$ cat src/rtl/memory_stage.sv
// memory_stage: M-stage pipeline register plus at most one data-memory access per instruction
// over a req/ack handshake with arbitrary wait states; memBusy_M stalls upstream while waiting.
module memory_stage #(
  parameter int width = 32
) (
  input  logic             clk,
  input  logic             reset,
  input  logic             stall_M,
  input  logic             flush_M,
  input  logic [103:0]     buffIn_M,
  output logic [102:0]     buffOut_M,
  output logic             regWrite_M,
  output logic [4:0]       writeReg_M,
  output logic [width-1:0] aluOut_M,
  output logic             memBusy_M,
  output logic             misalign_M,
  output logic             dmem_req,
  output logic             dmem_we,
  output logic [width-1:0] dmem_addr,
  output logic [width-1:0] dmem_wdata,
  input  logic [width-1:0] dmem_rdata,
  input  logic             dmem_ack
);

  typedef enum logic [1:0] {IDLE, REQ, HOLD, DRAIN} state_t;
  state_t state;

  logic             m_rw, m_mtr, m_we;
  logic [width-1:0] m_alu, m_wd;
  logic [4:0]       m_wr;
  logic [31:0]      m_instr;
  logic [width-1:0] rdata_q, sh_addr, sh_wdata;
  logic             sh_we, mis_q;

  logic             in_rw, in_mtr, in_mw, in_memop, in_mis, in_go, load;
  logic [width-1:0] in_alu, in_wd;
  logic [4:0]       in_wr;
  logic [31:0]      in_instr;
  logic [width-1:0] rd;

  assign {in_rw, in_mtr, in_mw, in_alu, in_wd, in_wr, in_instr} = buffIn_M;

  assign in_memop  = in_mw | in_mtr;
  assign in_mis    = in_memop & (in_alu[1:0] != 2'b00);
  assign in_go     = in_memop & ~in_mis;

  assign memBusy_M = ((state == REQ) & ~dmem_ack) | (state == DRAIN);
  assign load      = ~flush_M & ~stall_M & ~memBusy_M;

  always_ff @(posedge clk) begin
    if (!reset) begin
      state    <= IDLE;
      m_rw     <= 1'b0;
      m_mtr    <= 1'b0;
      m_we     <= 1'b0;
      m_alu    <= '0;
      m_wd     <= '0;
      m_wr     <= '0;
      m_instr  <= '0;
      rdata_q  <= '0;
      sh_we    <= 1'b0;
      sh_addr  <= '0;
      sh_wdata <= '0;
      mis_q    <= 1'b0;
    end else begin
      mis_q <= 1'b0;
      if (state == REQ && dmem_ack) rdata_q <= dmem_rdata;

      if (flush_M) begin
        m_rw    <= 1'b0;
        m_mtr   <= 1'b0;
        m_we    <= 1'b0;
        m_alu   <= '0;
        m_wd    <= '0;
        m_wr    <= '0;
        m_instr <= '0;
      end else if (load) begin
        // a dropped misaligned access must not write the register file
        m_rw    <= in_rw & ~in_mis;
        m_mtr   <= in_mtr & ~in_mw & ~in_mis;
        m_we    <= in_mw;
        m_alu   <= in_alu;
        m_wd    <= in_wd;
        m_wr    <= in_wr;
        m_instr <= in_instr;
        mis_q   <= in_mis;
      end

      case (state)
        IDLE, HOLD: begin
          if (flush_M)   state <= IDLE;
          else if (load) state <= in_go ? REQ : IDLE;
        end
        REQ: begin
          if (dmem_ack) begin
            if (flush_M)      state <= IDLE;
            else if (stall_M) state <= HOLD;
            else              state <= in_go ? REQ : IDLE;
          end else if (flush_M) begin
            // the request cannot be withdrawn; keep presenting it from shadow copies
            state    <= DRAIN;
            sh_we    <= m_we;
            sh_addr  <= m_alu;
            sh_wdata <= m_wd;
          end
        end
        DRAIN: begin
          if (dmem_ack) state <= IDLE;
        end
        default: state <= IDLE;
      endcase
    end
  end

  assign dmem_req   = (state == REQ) | (state == DRAIN);
  assign dmem_we    = (state == DRAIN) ? sh_we : ((state == REQ) & m_we);
  assign dmem_addr  = (state == DRAIN) ? sh_addr : m_alu;
  assign dmem_wdata = (state == DRAIN) ? sh_wdata : m_wd;

  assign rd = !m_mtr            ? '0 :
              (state == REQ)    ? dmem_rdata :
              (state == HOLD)   ? rdata_q : '0;

  assign buffOut_M  = {m_rw & ~memBusy_M, m_mtr & ~memBusy_M, rd, m_alu, m_wr, m_instr};
  assign regWrite_M = m_rw & ~memBusy_M;
  assign writeReg_M = m_wr;
  assign aluOut_M   = m_alu;
  assign misalign_M = mis_q;

endmodule

$ cat config.mk
export PLATFORM = sky130hd
export DESIGN_NAME = memory_stage
export DESIGN_NICKNAME = d
export VERILOG_FILES = /design/src/rtl/memory_stage.sv
export SDC_FILE = /design/constraint.sdc
export NUM_CORES = 1
export LEC_CHECK = 0
export CAP_MARGIN = 5
export CORE_MARGIN = 4
export CORE_UTILIZATION = 41
export CTS_CLUSTER_DIAMETER = 50
export DETAILED_ROUTE_END_ITERATION = 6
export PLACE_DENSITY = 0.8
export REMOVE_ABC_BUFFERS = 1
export SYNTH_ARGS = -nofsm -noshare
export SYNTH_HDL_FRONTEND = slang
export SYNTH_SLANG_ARGS = --single-unit
export TNS_END_PERCENT = 10
$ cat constraint.sdc
create_clock -name clk -period 1.3 [get_ports clk]
set_input_delay 0.13 -clock clk [delete_from_list [all_inputs] [get_ports clk]]
set_output_delay 0.13 -clock clk [all_outputs]
set_load 0.01 [all_outputs]
# Word level (Yosys, flattened, before mapping)
# Cells that the tools add are included.
dict set report word_totals {
  output_inout_bits 209
  input_bits 141
  ff_bits 204
  wordCells 64
}
dict set report classes {
  muxes 15
  bitwise 22
  eq_ne 6
  n_reduce_logical 8
}
# cell count
set ops {}
lappend ops {{$mux W32} 5}
lappend ops {{$mux W2} 7}
lappend ops {{$and A1 B1 Y1} 11}
lappend ops {{$not A1 Y1} 8}
lappend ops {{$ne A3 B3 Y1 const B} 2}
lappend ops {{$pmux W2 S3} 1}
lappend ops {{$reduce_and A3 Y1} 2}
lappend ops {{$eq A2 B2 Y1 const B} 2}
lappend ops {{$reduce_or A2 Y1} 2}
lappend ops {{$or A1 B1 Y1} 3}
lappend ops {{$reduce_or A3 Y1} 1}
lappend ops {{$eq A2 B1 Y1 const B} 1}
lappend ops {{$logic_not A2 Y1} 1}
lappend ops {{$mux W1} 2}
lappend ops {{$ne A2 B2 Y1 const B} 1}
lappend ops {{$reduce_bool A2 Y1} 1}
lappend ops {{$logic_and A1 B1 Y1} 1}

# Longest topological paths before layout
dict set report logic_depth {
  depth_word 9
  depth_mapped 6
  ltp_nobuf 3
}

# Worst setup path before layout
# No wires, ideal clock.
dict set report synth_path {
  path_type {register to output}
  start {register state[1]}
  end {output port buffOut_M[70]}
  stages_incl_launch_ff 7
  arrival_time_ps 1283
  path_buffers 3
  required_ps 1170
  slack_ps -113
  path_cell_list {dfxtp_1 -> buf_2 -> nor2b_1 -> clkbuf_1 -> clkbuf_1 -> a22oi_1 -> nor2b_1}
}
dict set report synth_via {
  elab_chain_len 4
  elab_cells_between_ends 5
  classes_between {2 x eq/ne; 3 x mux}
}
# element line
set synth_lines {}
lappend synth_lines {{from (decl)} 26} ;# state_t state;
lappend synth_lines {{from (signal assigned)} 92} ;# else if (load) state <= in_go ? REQ : IDLE;
lappend synth_lines {{from (signal assigned)} 98} ;# else state <= in_go ? REQ : IDLE;
lappend synth_lines {{$eq A2 B2 Y1} 122} ;# (state == HOLD) ? rdata_q : '0;
lappend synth_lines {{$mux W32} 122}
lappend synth_lines {{$mux W32 *} 121} ;# (state == REQ) ? dmem_rdata :
lappend synth_lines {{$mux W32 *} 120} ;# assign rd = !m_mtr ? '0 :
lappend synth_lines {{to (decl)} 11} ;# output logic [102:0] buffOut_M,
# Every way passes the cells marked *; elsewhere a longest branch is shown, timed or not.

# Worst setup path in the final report
dict set report layout_path {
  start {register state[0]}
  end {output port buffOut_M[70]}
}
# The elaborated chain is that of the path after synthesis.

==> impl_metrics.py <==
metrics = {
    "synthesis": {
        "ys_seq_area_frac": 0.430,
        "yosysTopAreaCell": "dfxtp_1",
        "ys_warn_count": 0,
        "yosys.area.top_type_share": 0.430,
        "synth_area_leaders": "dfxtp_1 (43%), nand2_1 (16%), mux2i_1 (11%)",
        "synthesis.area_um2": 9490,
        "synthCells": 1090,
        "post_synth_num_cell_types": 30,
        "synth.avg_cell_area_um2": 8.71,
        "synth_seq_cells": 204,
    },
    "finish": {
        "diodes": 0,
        "regArea_um2": 4120,
        "multi_input_area_um2": 5000,
        "nFillCells": 1684,
        "nets": 1607,
        "fin_area_um2": 15200,
        "area_delta_synth_final_pct": 59.8,
        "drive_above_1_share": 0.299,
    },
    "timing": {
        "final-hold-violation-count": 0,
        "rsz0062_at_grt": "yes",
        "slew-limit-headroom": 0.796,
        "tns_ns": -92.04,
        "fin_ws_ns": -0.713,
        "worst_pin_slew_ns": 0.305,
        "setup_violations": 272,
        "layout_min_cycle_time_ns": 2.01,
        "timing.final.crit_share": 1.55,
        "finalClockSkew_ns": 0.0104,
        "slew_violations": 0,
        "fmax_ghz": 0.497,
    },
    "worst_setup_path": {
        "critPathTopFamily": "buffers and inverters",
        "critPathCaptureType": "output port",
        "critical_path_buf_inv_count": 5,
        "rr_worst_depth": 6,
        "crit_path_start_kind": "flop",
        "critPathMaxStageDelay_ns": 0.38,
        "worst-r2r-setup-slack_ns": -0.40,
        "worstPathArrival_ns": 1.88,
        "r2r_start": "state[1]$_SDFFE_PN0P_",
        "rr_endpoint": "m_instr[1]$_SDFFE_PP0P_",
        "crit_slowest_cell": "dfxtp_4",
        "crit_chain": "buf_6 > nor2b_4 > buf_12 > buf_16 > buf_4 > a22oi_2 > nor2b_1 > buf_2",
        "path_max_fanout": 6,
        "critPathRequiredTime_ns": 1.17,
        "criticalPathCategory": "reg -> out",
    },
    "place": {
        "dpl-instance-area_um2": 13600,
        "place_hpwl_um": 20500,
        "io_buffers": 349,
        "place_congestion": 0.811,
        "pre_cts_slack_ns": -0.570,
    },
    "route": {
        "final_antenna_net_count": 0,
        "vias_per_cell": 5.12,
        "routed_wl_um": 32000,
        "route.detailed.drc": 0,
        "dr.pass1.iters": 5,
        "first_iter_violations": 546,
        "post_drt_wl_per_cell_um": 18.1,
        "num_vias": 9038,
    },
    "die": {
        "die-area_um2": 25600,
        "die_w_um": 160,
        "core-area_um2": 22700,
        "std_cell_rows": 55,
        "die_y_um": 160,
        "io_pins": 350,
        "start_util": 0.418,
    },
    "global_route": {
        "grt_pass1_vias": 9144,
        "grt_use_total": 0.229,
        "antenna_found_initial": 0,
        "grt_max_degree": 73,
        "grt_pass1_wl_um": 48700,
        "grt_overflow": 0,
    },
    "cts": {
        "clkSinkCount": 204,
        "h-tree-depth": 1,
        "clockBufferDepth": 3,
        "cts_tree": "yes",
        "numCtsBuffers": 26,
        "ctsHoldBuffers": 0,
        "clkLatencyLatePin_ns": 0.51,
        "cts-root-buf": "clkbuf_16",
        "clkTransAtPathRegs_ns": 0.06,
    },
    "power": {
        "power_switching_share": 0.221,
        "p_seq_frac": 0.406,
        "p_leak_uw": 0.00711,
        "power_uw": 15800,
        "ir_worst_vdd_mv": 0.943,
        "pwr_density_cell_nw_per_um2": 1040,
        "p_sw_uw": 3470,
        "power_frac_comb": 0.106,
        "clkPwrFrac": 0.488,
        "internal-power_uw": 12300,
    },
    "min_path": {
        "holdPathEnd": "rdata_q[6]$_SDFFE_PN0P_",
        "hold_path.class": "in -> reg",
        "hold_depth": 3,
        "min_from": "reset",
    },
    "outcome": {
        "outcome": "complete, but fails checks",
        "violations": "negative setup slack",
    },
    "flow_run": {
        "drv_cap": 0,
    },
}
## synthesized netlist by cell type, drive strengths merged
| master | instances |
|---|---|
| nand2b | 2 |
| inv | 2 |
| clkbuf | 35 |
| nand3b | 1 |
| and3b | 1 |
| nand3 | 2 |
| and4bb | 1 |
| buf | 90 |
| dfxtp | 204 |
| o22ai | 2 |
| a2bb2o | 1 |
| a32o | 1 |
| nand4b | 1 |
| nor2b | 37 |
| a22oi | 32 |
| a21boi | 97 |
| nor2 | 1 |
| and2 | 3 |
| mux2i | 105 |
| a211oi | 1 |
| o21ai | 2 |
| nand2 | 402 |
| nor3b | 1 |
| nand4bb | 1 |
| mux2 | 64 |
| o21bai | 1 |
## worst max path at each step
stage / cells after the start / endpoint / slack [ns] / startpoint
floorplan: 3 / state[0]$_SDFFE_PN0P_ / -6.81 / flush_M
global placement: 5 / buffOut_M[86] / -0.49 / state[1]$_SDFFE_PN0P_
finish: 8 / buffOut_M[70] / -0.71 / state[0]$_SDFFE_PN0P_
global route: 8 / buffOut_M[70] / -0.81 / state[0]$_SDFFE_PN0P_
CTS: 5 / memBusy_M / -0.74 / state[1]$_SDFFE_PN0P_
detailed placement: 7 / aluOut_M[29]$_SDFFE_PP0P_ / -0.57 / flush_M
## tightest hold or removal path: cells and delay by family
family                 cells  cell delay [ns]
AO/OA/AOI/OAI              1             0.15
buffers and inverters      2             0.32
## state kept, by name, indices dropped and copies added, names as in the netlist
signal	cells
m_instr	32
writeReg_M	5
aluOut_M	32
misalign_M	1
rdata_q	32
sh_we	1
m_we	1
m_wd	32
state	2
m_mtr	1
sh_wdata	32
sh_addr	32
m_rw	1
## per-stage QoR
step	hold WS (ns)	util	cells
final	0.144	0.668	1765
after detailed placement	0.445	0.597	1685
after floorplan	0.259	-	965
after global placement	0.437	0.597	1685
after CTS	0.141	0.642	1747
after global routing	0.156	0.668	1765
## layout by cell type, fill, tap and decap left out, types with 5 or more instances in the layout
cell and n:
nand2_1 401, dfxtp_1 185, clkdlybuf4s50_1 139, mux2i_1 105
a21boi_1 88, buf_2 88, buf_6 68, buf_4 64
dlymetal6s2s_1 57, mux2_4 36, buf_12 33, nor2b_1 32
clkbuf_16 29, mux2_2 28, a22oi_2 21, dfxtp_2 16
a22oi_1 11, clkbuf_2 11, a21boi_2 8, bufinv_16 5
buf_16 5
## routing by layer
layer | part of all wire | vias to the layer above | GRT usage
met2 | 0.51 | 400 | 0.418
li1 | - | 4302 | -
met1 | 0.38 | 4268 | 0.254
met4 | 0.029 | 0 | 0.0673
met3 | 0.087 | 68 | 0.0728
met5 | 0 | - | 0
## power by group through the flow
stage | clock (uW) | combinational, uW | sequential [uW]
after floorplan | 0 | 591 | 6570
after global placement | 0 | 1570 | 6530
after detailed placement | 0 | 1590 | 6530
after CTS | 7800 | 1620 | 6400
after global routing | 8080 | 1760 | 6410
final | 7680 | 1660 | 6400
## cell type report
class,instances,share of cell area
clock buffer,33,0.0487
timing repair buffer,473,0.314
multi-input combinational,759,0.330
clock inverter,9,0.0117
inverter,2,0.000495
sequential,204,0.271
tap,285,0.0235
## logic make-up after synthesis
group / Yosys count / share of synthesized area
AND/OR/NAND/NOR: 453 / 0.194
multiplexers: 169 / 0.187
flip-flops: 204 / 0.430
AO/OA/AOI/OAI: 137 / 0.109
buffers and inverters: 127 / 0.0800
## what timing repair did
action | CTS | global route
resized for setup | 667 | 190
buffers inserted | 14 | 17
pin swaps | 8 | 13
endpoints found under the setup margin | 399 | 354
gates cloned | 6 | 2
Power figures use the tool's default switching activity.
